## src/rtl/als_error_monitor.sv

```systemverilog
// Error monitor for an approximate adder: counts samples and erroneous samples, and
// tracks the maximum and saturating sum of |exact - approx| over a measurement run.
module als_error_monitor #(
  parameter int WIDTH = 16,
  parameter int CNT_W = 32,
  parameter int ACC_W = 48
) (
  input  logic               clk,
  input  logic               rst,
  input  logic               start,
  input  logic [CNT_W-1:0]   num_samples,
  input  logic               in_valid,
  output logic               in_ready,
  input  logic [WIDTH-1:0]   in0,
  input  logic [WIDTH-1:0]   in1,
  input  logic [WIDTH:0]     approx_sum,
  output logic               busy,
  output logic               done,
  output logic [CNT_W-1:0]   sample_cnt,
  output logic [CNT_W-1:0]   err_cnt,
  output logic [WIDTH:0]     max_ed,
  output logic [ACC_W-1:0]   sum_ed
);

  typedef enum logic [1:0] {
    ST_IDLE = 2'd0,
    ST_RUN  = 2'd1,
    ST_DONE = 2'd2
  } state_t;

  state_t           r_state;
  logic [CNT_W-1:0] r_num;
  logic [CNT_W-1:0] r_acc_cnt;
  logic             r_in_ready;
  logic             r_busy;
  logic             r_done;

  logic             r_s1_vld;
  logic [WIDTH:0]   r_s1_exact;
  logic [WIDTH:0]   r_s1_approx;

  logic [CNT_W-1:0] r_sample_cnt;
  logic [CNT_W-1:0] r_err_cnt;
  logic [WIDTH:0]   r_max_ed;
  logic [ACC_W-1:0] r_sum_ed;

  logic             w_accept;
  logic             w_start_acc;
  logic [WIDTH:0]   w_ed;
  logic [ACC_W:0]   w_sum_wide;
  logic [ACC_W-1:0] w_sum_next;

  assign w_accept    = in_valid && r_in_ready;
  assign w_start_acc = start && (r_state != ST_RUN);

  // Run-control FSM; in_ready is precomputed so it is a plain register output.
  always_ff @(posedge clk) begin
    if (rst) begin
      r_state    <= ST_IDLE;
      r_num      <= CNT_W'(0);
      r_acc_cnt  <= CNT_W'(0);
      r_in_ready <= 1'b0;
      r_busy     <= 1'b0;
      r_done     <= 1'b0;
    end else begin
      case (r_state)
        ST_IDLE, ST_DONE: begin
          if (start) begin
            r_acc_cnt <= CNT_W'(0);
            r_num     <= num_samples;
            if (num_samples != CNT_W'(0)) begin
              r_state    <= ST_RUN;
              r_in_ready <= 1'b1;
              r_busy     <= 1'b1;
              r_done     <= 1'b0;
            end else begin
              r_state    <= ST_DONE;
              r_in_ready <= 1'b0;
              r_busy     <= 1'b0;
              r_done     <= 1'b1;
            end
          end
        end
        ST_RUN: begin
          if (w_accept) begin
            r_acc_cnt  <= r_acc_cnt + CNT_W'(1);
            r_in_ready <= (r_acc_cnt + CNT_W'(1)) < r_num;
          end
          // Every accepted sample has retired once sample_cnt reaches the target.
          if (r_sample_cnt == r_num) begin
            r_state    <= ST_DONE;
            r_in_ready <= 1'b0;
            r_busy     <= 1'b0;
            r_done     <= 1'b1;
          end
        end
        default: begin
          r_state    <= ST_IDLE;
          r_in_ready <= 1'b0;
          r_busy     <= 1'b0;
          r_done     <= 1'b0;
        end
      endcase
    end
  end

  // Stage 1: exact reference sum alongside the approximate result.
  always_ff @(posedge clk) begin
    if (rst) begin
      r_s1_vld    <= 1'b0;
      r_s1_exact  <= (WIDTH+1)'(0);
      r_s1_approx <= (WIDTH+1)'(0);
    end else begin
      r_s1_vld <= w_accept;
      if (w_accept) begin
        r_s1_exact  <= {1'b0, in0} + {1'b0, in1};
        r_s1_approx <= approx_sum;
      end
    end
  end

  // Error distance and saturating accumulation.
  always_comb begin
    w_ed       = (WIDTH+1)'(0);
    w_sum_wide = (ACC_W+1)'(0);
    w_sum_next = r_sum_ed;
    if (r_s1_exact >= r_s1_approx) begin
      w_ed = r_s1_exact - r_s1_approx;
    end else begin
      w_ed = r_s1_approx - r_s1_exact;
    end
    w_sum_wide = {1'b0, r_sum_ed} + (ACC_W+1)'(w_ed);
    if (w_sum_wide[ACC_W]) begin
      w_sum_next = {ACC_W{1'b1}};
    end else begin
      w_sum_next = w_sum_wide[ACC_W-1:0];
    end
  end

  // Stage 2: result registers, cleared by an accepted start.
  always_ff @(posedge clk) begin
    if (rst || w_start_acc) begin
      r_sample_cnt <= CNT_W'(0);
      r_err_cnt    <= CNT_W'(0);
      r_max_ed     <= (WIDTH+1)'(0);
      r_sum_ed     <= ACC_W'(0);
    end else if (r_s1_vld) begin
      r_sample_cnt <= r_sample_cnt + CNT_W'(1);
      if (w_ed != (WIDTH+1)'(0)) begin
        r_err_cnt <= r_err_cnt + CNT_W'(1);
      end
      if (w_ed > r_max_ed) begin
        r_max_ed <= w_ed;
      end
      r_sum_ed <= w_sum_next;
    end
  end

  assign in_ready   = r_in_ready;
  assign busy       = r_busy;
  assign done       = r_done;
  assign sample_cnt = r_sample_cnt;
  assign err_cnt    = r_err_cnt;
  assign max_ed     = r_max_ed;
  assign sum_ed     = r_sum_ed;

endmodule

```

## config.mk

```make
export PLATFORM = sky130hd
export DESIGN_NAME = als_error_monitor
export DESIGN_NICKNAME = d
export VERILOG_FILES = /design/src/rtl/als_error_monitor.sv
export SDC_FILE = /design/constraint.sdc
export NUM_CORES = 1
export LEC_CHECK = 0
export CORE_MARGIN = 1.5
export CORE_UTILIZATION = 55
export CTS_CLUSTER_DIAMETER = 80
export DETAILED_ROUTE_END_ITERATION = 8
export GPL_ROUTABILITY_DRIVEN = 0
export GPL_TIMING_DRIVEN = 0
export PLACE_DENSITY = 0.81
export SKIP_CTS_REPAIR_TIMING = 1
export SLEW_MARGIN = 20
export SYNTH_ARGS = -nofsm -noshare
export SYNTH_HDL_FRONTEND = slang
export SYNTH_SLANG_ARGS = --single-unit
```

## constraint.sdc

```tcl
create_clock -name clk -period 7.71 [get_ports clk]
set_input_delay 1.542 -clock clk [delete_from_list [all_inputs] [get_ports clk]]
set_output_delay 1.542 -clock clk [all_outputs]
set_load 0.005 [all_outputs]
```

## Word-level counts from Yosys, hierarchy flattened

Index checks and enable logic that the tools add are counted.

- Word-level logic and storage cells: 65
- Flip-flop bits (word level): 233

- Equal/unequal tests: 8
- Reductions and logical operators: 14
- Muxes and demuxes: 20
- Add/subtract/negate cells: 7
- Magnitude comparators: 3

Operator list:

| cell | count |
|---|---|
| 32-bit by 1-bit adder with 32-bit output, second input constant | 3 |
| 32-bit two-way mux | 2 |
| 32-bit case mux with 2 select lines | 1 |
| 48-bit by 17-bit adder with 49-bit output | 1 |
| 48-bit two-way mux | 1 |
| 17-bit subtractor | 2 |
| 32-bit equality test | 1 |
| 32-bit less-than comparator | 1 |
| 32-bit nonzero test | 1 |
| 16-bit by 16-bit adder with 17-bit output | 1 |
| 17-bit greater-or-equal comparator | 1 |
| 17-bit > comparator | 1 |
| 17-bit two-way mux | 1 |
| 17-bit nonzero test | 1 |
| 2-bit AND reduction | 5 |
| 1-bit two-way mux | 8 |
| 2-bit two-way mux | 3 |
| 2-bit != test, second input constant | 3 |
| 1-bit case mux with 2 select lines | 3 |
| 2-bit case mux with 2 select lines | 1 |
| 3-bit != test, second input constant | 1 |
| 3-bit AND reduction | 1 |
| 2-bit by 1-bit equality test with 1-bit output, second input constant | 1 |
| 2-bit equality test, second input constant | 1 |
| other kinds (6) | 7 |

## Longest topological paths before layout

- Depth in word-level cells: 5
- Mapped depth: 25
- Depth with buffers taken out: 21

## Least setup slack after synthesis

No wires, ideal clock.

- Path kind: register to register
- From: reg r_s1_exact[1]
- To: reg r_max_ed[13], in the netlist max_ed[13]
- Slack: 2.805 ns
- Required time: 7.582 ns
- Library setup time: 0.128 ns
- Path buffers: 3
- Stages on the path, launching flop included: 25
- Clock period less this slack: 4.905 ns
- Arrival: 4.777 ns
- Cells stage by stage: dfxtp_1 > inv_1 > ha_1 > nor2b_1 > o221ai_1 > a21oi_1 > o211ai_2 > and2_4 > buf_6 > mux2i_1 > inv_1 > ha_1 > nor2b_1 > o21a_1 > o21a_1 > o21a_1 > o21a_1 > o21ai_0 > a21oi_1 > o31ai_1 > a21o_1 > clkbuf_1 > clkbuf_1 > mux2i_1 > nor2_1

- Longest elaborated chain between the ends: 4
- Elaborated cells on any way between the ends: 6
- Classes of those cells: add/sub (2); order compare (2); mux (1); reduce/logical (1)

Ends and longest elaborated chain:

| element | line | text |
|---|---|---|
| start: declaration | 39 | `logic [WIDTH:0] r_s1_exact;` |
| start signal: assignment | 111 | `r_s1_exact <= (WIDTH+1)'(0);` |
| start signal: assignment | 116 | `r_s1_exact <= {1'b0, in0} + {1'b0, in1};` |
| 17-bit subtractor (tied with other cells) | 130 | `w_ed = r_s1_approx - r_s1_exact;` |
| 17-bit two-way mux * | 127 | `if (r_s1_exact >= r_s1_approx) begin` |
| net w_ed[1] | 49 | `logic [WIDTH:0] w_ed;` |
| 17-bit > comparator * | 152 | `if (w_ed > r_max_ed) begin` |
| 2-bit AND reduction (no line) * | n/a |  |
| end signal: assignment | 145 | `r_max_ed <= (WIDTH+1)'(0);` |
| end signal: assignment | 153 | `r_max_ed <= w_ed;` |
| end: declaration | 44 | `logic [WIDTH:0] r_max_ed;` |

Mark *: on every way through the listed nets, which the timed path passes. The rest lies on a longest branch.
A chain may end at the register's enable or synchronous reset.

## Final worst setup path

- From: reg r_s1_exact[1]
- To: reg r_sum_ed[47], in the netlist sum_ed[47]

- Longest elaborated chain between the ends: 4
- Elaborated cells on any way between the ends: 6
- Classes of those cells: add/sub (3); order compare (1); mux (2)

Ends and longest elaborated chain:

| element | line | text |
|---|---|---|
| 17-bit subtractor (tied with other cells) | 130 |  |
| 17-bit two-way mux * | 127 |  |
| net w_ed[1] | 49 |  |
| 48-bit by 17-bit adder with 49-bit output * | 132 | `w_sum_wide = {1'b0, r_sum_ed} + (ACC_W+1)'(w_ed);` |
| 48-bit two-way mux * | 133 | `if (w_sum_wide[ACC_W]) begin` |
| end signal: assignment | 155 | `r_sum_ed <= w_sum_next;` |
| end: declaration | 45 | `logic [ACC_W-1:0] r_sum_ed;` |

Marks and branches as above.

==> results.toml <==
[run_status]
outcome = "complete, no violations"

[synth]
postSynthNetCount = 2055
yosys_warnings = 0
ys_ff_latch = 231
count_of_flip_flops_with_a_built_in_enable_after_synthesis = 0
postSynthCellCount = 1849
postSynth.asyncResetShare_pct = 0
synth.lib_cells_used.distinct = 72
mean_instance_size_in_the_synthesized_netlist_sq_um = 7.84
synth_sequential_area_ratio_pct = 31.9
syn-cell-area_sq_mm = 0.0145
synth-main-ff-cell = "sky130_fd_sc_hd__dfxtp_1"

[setup_path]
ws_path_type = "reg -> reg"
arrival_ns = 6.62
crit_required_ns = 8.10
worst_setup_path_end_kind = "register"
worst-path-max-fanout = 10
critical_path.startpoint_type = "register"

[die]
initial_core_utilization_pct = 55.8
chipHeight_um = 165
dieArea_sq_mm = 0.0274
pin_count = 217
die_width_um = 165
core_sq_mm = 0.0260
number_of_rows_in_the_core_area = 59

[run]
maxCapViolations = 0

[clock_network]
cts.sinks = 231
maximum_buffer_depth_of_the_clock_tree = 3
insertion_delay_ns = 0.53
root_buffer = "sky130_fd_sc_hd__clkbuf_16"
htree_num_levels = 1
clk_transition_reported_paths_ns = 0.06
cts_buffers = 25
cts_tree = "yes"

[route]
mean_routed_wirelength_per_cell_um = 17.3
dr_total_vias = 14556
post_route_antenna_net_violation_count = 0
number_of_detailed_route_iterations_in_the_first_pass = 7
detailedRoute.firstIterationViolations = 1495
routed_wire_length_um = 42200
drt-vias-per-instance = 5.95
remaining_drcs = 0

[power_and_ir_drop]
power.density_mw_per_mm2 = 210
pwr-share-seq_pct = 33.3
switching_share_pct = 33.9
ir_drop_mv = 0.238
p_int_w = 0.00249
share_comb_of_total_power_pct = 33.1
power.static_leakage_nw = 6.80
power.share.clock_pct = 33.6
switching_power_w = 0.00128

[finish]
finish.net_count = 2297
drive_above_1_share_pct = 3.84
finalCoreUtilization_pct = 69.0
finish.instance_area_sq_mm = 0.0179
number_of_antenna_repair_diodes = 0
layout-area-overhead-vs-synth_pct = 23.7

[global_routing]
global_route.usage.total_pct = 30.3
grt_max_degree = 16
grt_first_pass_wirelength_um = 67300
global_route.overflow_total = 0
first_global_vias = 13579
grt_antenna_before_repair = 0

[placed_design]
port-buffer-count = 215
detailedPlace.worstSlack_ns = 1.59
detailed_place.area_sq_mm = 0.0171
dp.final_hpwl_um = 32600

[timing]
min_period_over_period_pct = 80.9
tightestPinTransition_ns = 0.811
worst_clock_skew_ns = 0.00942
maxClockFrequency_ghz = 0.160
worst_slack_ns = 1.48
setup-tns-final_ns = 0
rsz0062_at_grt = "no"
slew_headroom_pct = 45.4
fin_crit_ns = 6.23
timing_max_transition_violations_final = 0
final-setup-viol-count = 0
timing.final.hold_violations = 0
timing.hold.ws_ns = 0.467

[worst_hold_path]
hp-class = "reg -> reg"
-- power by group through the flow --
stage | clock, W | sequential (W) | combinational [W]
floorplan | 0 | 0.00127 | 0.000899
global placement | 0 | 0.00128 | 0.00117
detailed placement | 0 | 0.00128 | 0.00122
CTS | 0.00127 | 0.00125 | 0.00123
global route | 0.00134 | 0.00126 | 0.00137
finish | 0.00126 | 0.00125 | 0.00125
-- metal layers --
metal	global-route usage (%)	vias up	share of wire, %
li1	-	7004	-
met1	39.4	6855	42
met2	51.0	592	47
met3	4.42	105	7.6
met4	11.0	0	3.4
met5	0	-	0
-- critical path, cell delays in order (launching register included) --
cell                       delay (ns)
sky130_fd_sc_hd__dfxtp_1         0.45
sky130_fd_sc_hd__inv_1           0.12
sky130_fd_sc_hd__ha_1            0.35
sky130_fd_sc_hd__nor2b_1         0.16
sky130_fd_sc_hd__o221ai_1        0.29
sky130_fd_sc_hd__a21oi_1         0.17
sky130_fd_sc_hd__o211ai_2        0.37
sky130_fd_sc_hd__and2_4          0.21
sky130_fd_sc_hd__buf_6           0.15
sky130_fd_sc_hd__mux2i_1         0.38
sky130_fd_sc_hd__inv_1           0.16
sky130_fd_sc_hd__ha_1            0.30
sky130_fd_sc_hd__a21o_1          0.16
sky130_fd_sc_hd__a21oi_1         0.21
sky130_fd_sc_hd__nand2b_1        0.14
sky130_fd_sc_hd__a21boi_0        0.18
sky130_fd_sc_hd__o211ai_1        0.28
sky130_fd_sc_hd__a21oi_1         0.13
sky130_fd_sc_hd__o41ai_1         0.64
sky130_fd_sc_hd__o21ai_1         0.41
sky130_fd_sc_hd__clkbuf_1        0.37
sky130_fd_sc_hd__nand3_1         0.19
sky130_fd_sc_hd__xor2_1          0.17
sky130_fd_sc_hd__a21oi_1         0.08
-- area by class of cell --
class / instances / area (sq um)
Multi-Input combinational cell: 1419 / 9090
Fill cell: 2145 / 8040
Inverter: 106 / 398
Clock buffer: 27 / 643
Buffer: 93 / 397
Sequential cell: 231 / 4620
Tap cell: 335 / 419
Clock inverter: 19 / 220
Timing Repair Buffer: 215 / 2150
-- synthesized netlist by cell type (6+ instances only) --
library cell / n / share of area, %
sky130_fd_sc_hd__dfxtp_1: 231 / 32
sky130_fd_sc_hd__buf_2: 11 / 0.38
sky130_fd_sc_hd__and3_1: 31 / 1.3
sky130_fd_sc_hd__ha_1: 117 / 10
sky130_fd_sc_hd__a21o_1: 32 / 1.7
sky130_fd_sc_hd__nand4_1: 40 / 1.7
sky130_fd_sc_hd__nand2b_1: 30 / 1.3
sky130_fd_sc_hd__o311ai_0: 10 / 0.60
sky130_fd_sc_hd__o41ai_1: 12 / 0.72
sky130_fd_sc_hd__nor3_1: 23 / 0.79
sky130_fd_sc_hd__or3_1: 23 / 0.99
sky130_fd_sc_hd__or2_2: 6 / 0.26
sky130_fd_sc_hd__nand2_1: 240 / 6.2
sky130_fd_sc_hd__nand3_1: 67 / 2.3
sky130_fd_sc_hd__or4_1: 8 / 0.41
sky130_fd_sc_hd__o21a_1: 14 / 0.72
sky130_fd_sc_hd__and4_1: 14 / 0.85
sky130_fd_sc_hd__a21oi_1: 179 / 6.2
sky130_fd_sc_hd__xnor2_1: 76 / 4.6
sky130_fd_sc_hd__inv_1: 106 / 2.7
sky130_fd_sc_hd__a31oi_1: 24 / 1.0
sky130_fd_sc_hd__a22oi_1: 11 / 0.57
sky130_fd_sc_hd__a211oi_1: 18 / 0.93
sky130_fd_sc_hd__nor2b_1: 14 / 0.60
sky130_fd_sc_hd__o21ai_0: 90 / 3.1
sky130_fd_sc_hd__clkbuf_1: 73 / 1.9
sky130_fd_sc_hd__o31ai_1: 11 / 0.57
sky130_fd_sc_hd__xor2_1: 67 / 4.0
sky130_fd_sc_hd__nor2_1: 141 / 3.6
sky130_fd_sc_hd__o211ai_1: 7 / 0.36
sky130_fd_sc_hd__mux2i_1: 22 / 1.5
sky130_fd_sc_hd__nor4_1: 21 / 0.91
-- registers in the layout, summed over array words and instances, names as in the netlist --
register     cells
sum_ed          48
err_cnt         32
r_acc_cnt       32
r_num           32
sample_cnt      32
max_ed          17
r_s1_approx     17
r_s1_exact      17
r_state          2
in_ready         1
r_s1_vld         1
-- through the flow --
stage          power [W]  cells
6_report         0.00377   2445
5_1_grt          0.00396   2445
4_1_cts          0.00375   2445
3_5_place_dp     0.00250   2399
3_3_place_gp     0.00245   2399
2_1_floorplan    0.00217   1849
-- placed cells by master, fill, tap and decap left out, types with 5 or more instances in the layout --
master	Yosys	final
sky130_fd_sc_hd__a211oi_1	18	18
sky130_fd_sc_hd__a21o_1	32	32
sky130_fd_sc_hd__a21oi_1	179	178
sky130_fd_sc_hd__a22oi_1	11	11
sky130_fd_sc_hd__a31oi_1	24	24
sky130_fd_sc_hd__and2_1	5	5
sky130_fd_sc_hd__and3_1	31	31
sky130_fd_sc_hd__and4_1	14	14
sky130_fd_sc_hd__buf_2	11	11
sky130_fd_sc_hd__buf_4	5	5
sky130_fd_sc_hd__clkbuf_1	73	74
sky130_fd_sc_hd__clkbuf_16	0	25
sky130_fd_sc_hd__clkdlybuf4s50_1	0	215
sky130_fd_sc_hd__clkinv_2	0	7
sky130_fd_sc_hd__clkinvlp_4	0	6
sky130_fd_sc_hd__dfxtp_1	231	231
sky130_fd_sc_hd__ha_1	117	117
sky130_fd_sc_hd__inv_1	106	106
sky130_fd_sc_hd__mux2i_1	22	22
sky130_fd_sc_hd__nand2_1	240	240
sky130_fd_sc_hd__nand2b_1	30	30
sky130_fd_sc_hd__nand3_1	67	67
sky130_fd_sc_hd__nand4_1	40	40
sky130_fd_sc_hd__nor2_1	141	141
sky130_fd_sc_hd__nor2b_1	14	14
sky130_fd_sc_hd__nor3_1	23	23
sky130_fd_sc_hd__nor4_1	21	21
sky130_fd_sc_hd__o211ai_1	7	7
sky130_fd_sc_hd__o21a_1	14	14
sky130_fd_sc_hd__o21ai_0	90	90
sky130_fd_sc_hd__o21bai_1	5	5
sky130_fd_sc_hd__o311ai_0	10	10
sky130_fd_sc_hd__o31ai_1	11	11
sky130_fd_sc_hd__o41ai_1	12	12
sky130_fd_sc_hd__or2_2	6	6
sky130_fd_sc_hd__or3_1	23	23
sky130_fd_sc_hd__or4_1	8	8
sky130_fd_sc_hd__xnor2_1	76	76
sky130_fd_sc_hd__xor2_1	67	67
-- logic make-up after synthesis --
kind of cell    after synthesis  synth area share (%)
compound gates              452                  19.3
xor+xnor                    143                  8.64
fa+ha+maj                   121                  10.6
buf+inv                     199                  5.48
flops                       231                  31.9
mux                          22                  1.52
simple gates                681                  22.6
-- worst paths after layout --
| check | from | endpoint | slack [ns] | cells after the start |
|---|---|---|---|---|
| max | r_s1_exact[1]$_SDFFE_PP0P_ | sum_ed[47]$_SDFFE_PP0P_ | 1.48 | 23 |
| min reg2reg | r_s1_approx[16]$_SDFFE_PP0P_ | r_s1_approx[16]$_SDFFE_PP0P_ | 0.47 | 2 |
| max reg2reg | r_s1_exact[1]$_SDFFE_PP0P_ | sum_ed[47]$_SDFFE_PP0P_ | 1.48 | 23 |
| min | r_s1_approx[16]$_SDFFE_PP0P_ | r_s1_approx[16]$_SDFFE_PP0P_ | 0.47 | 2 |
Note: power is estimated with default switching activity, not from simulation.
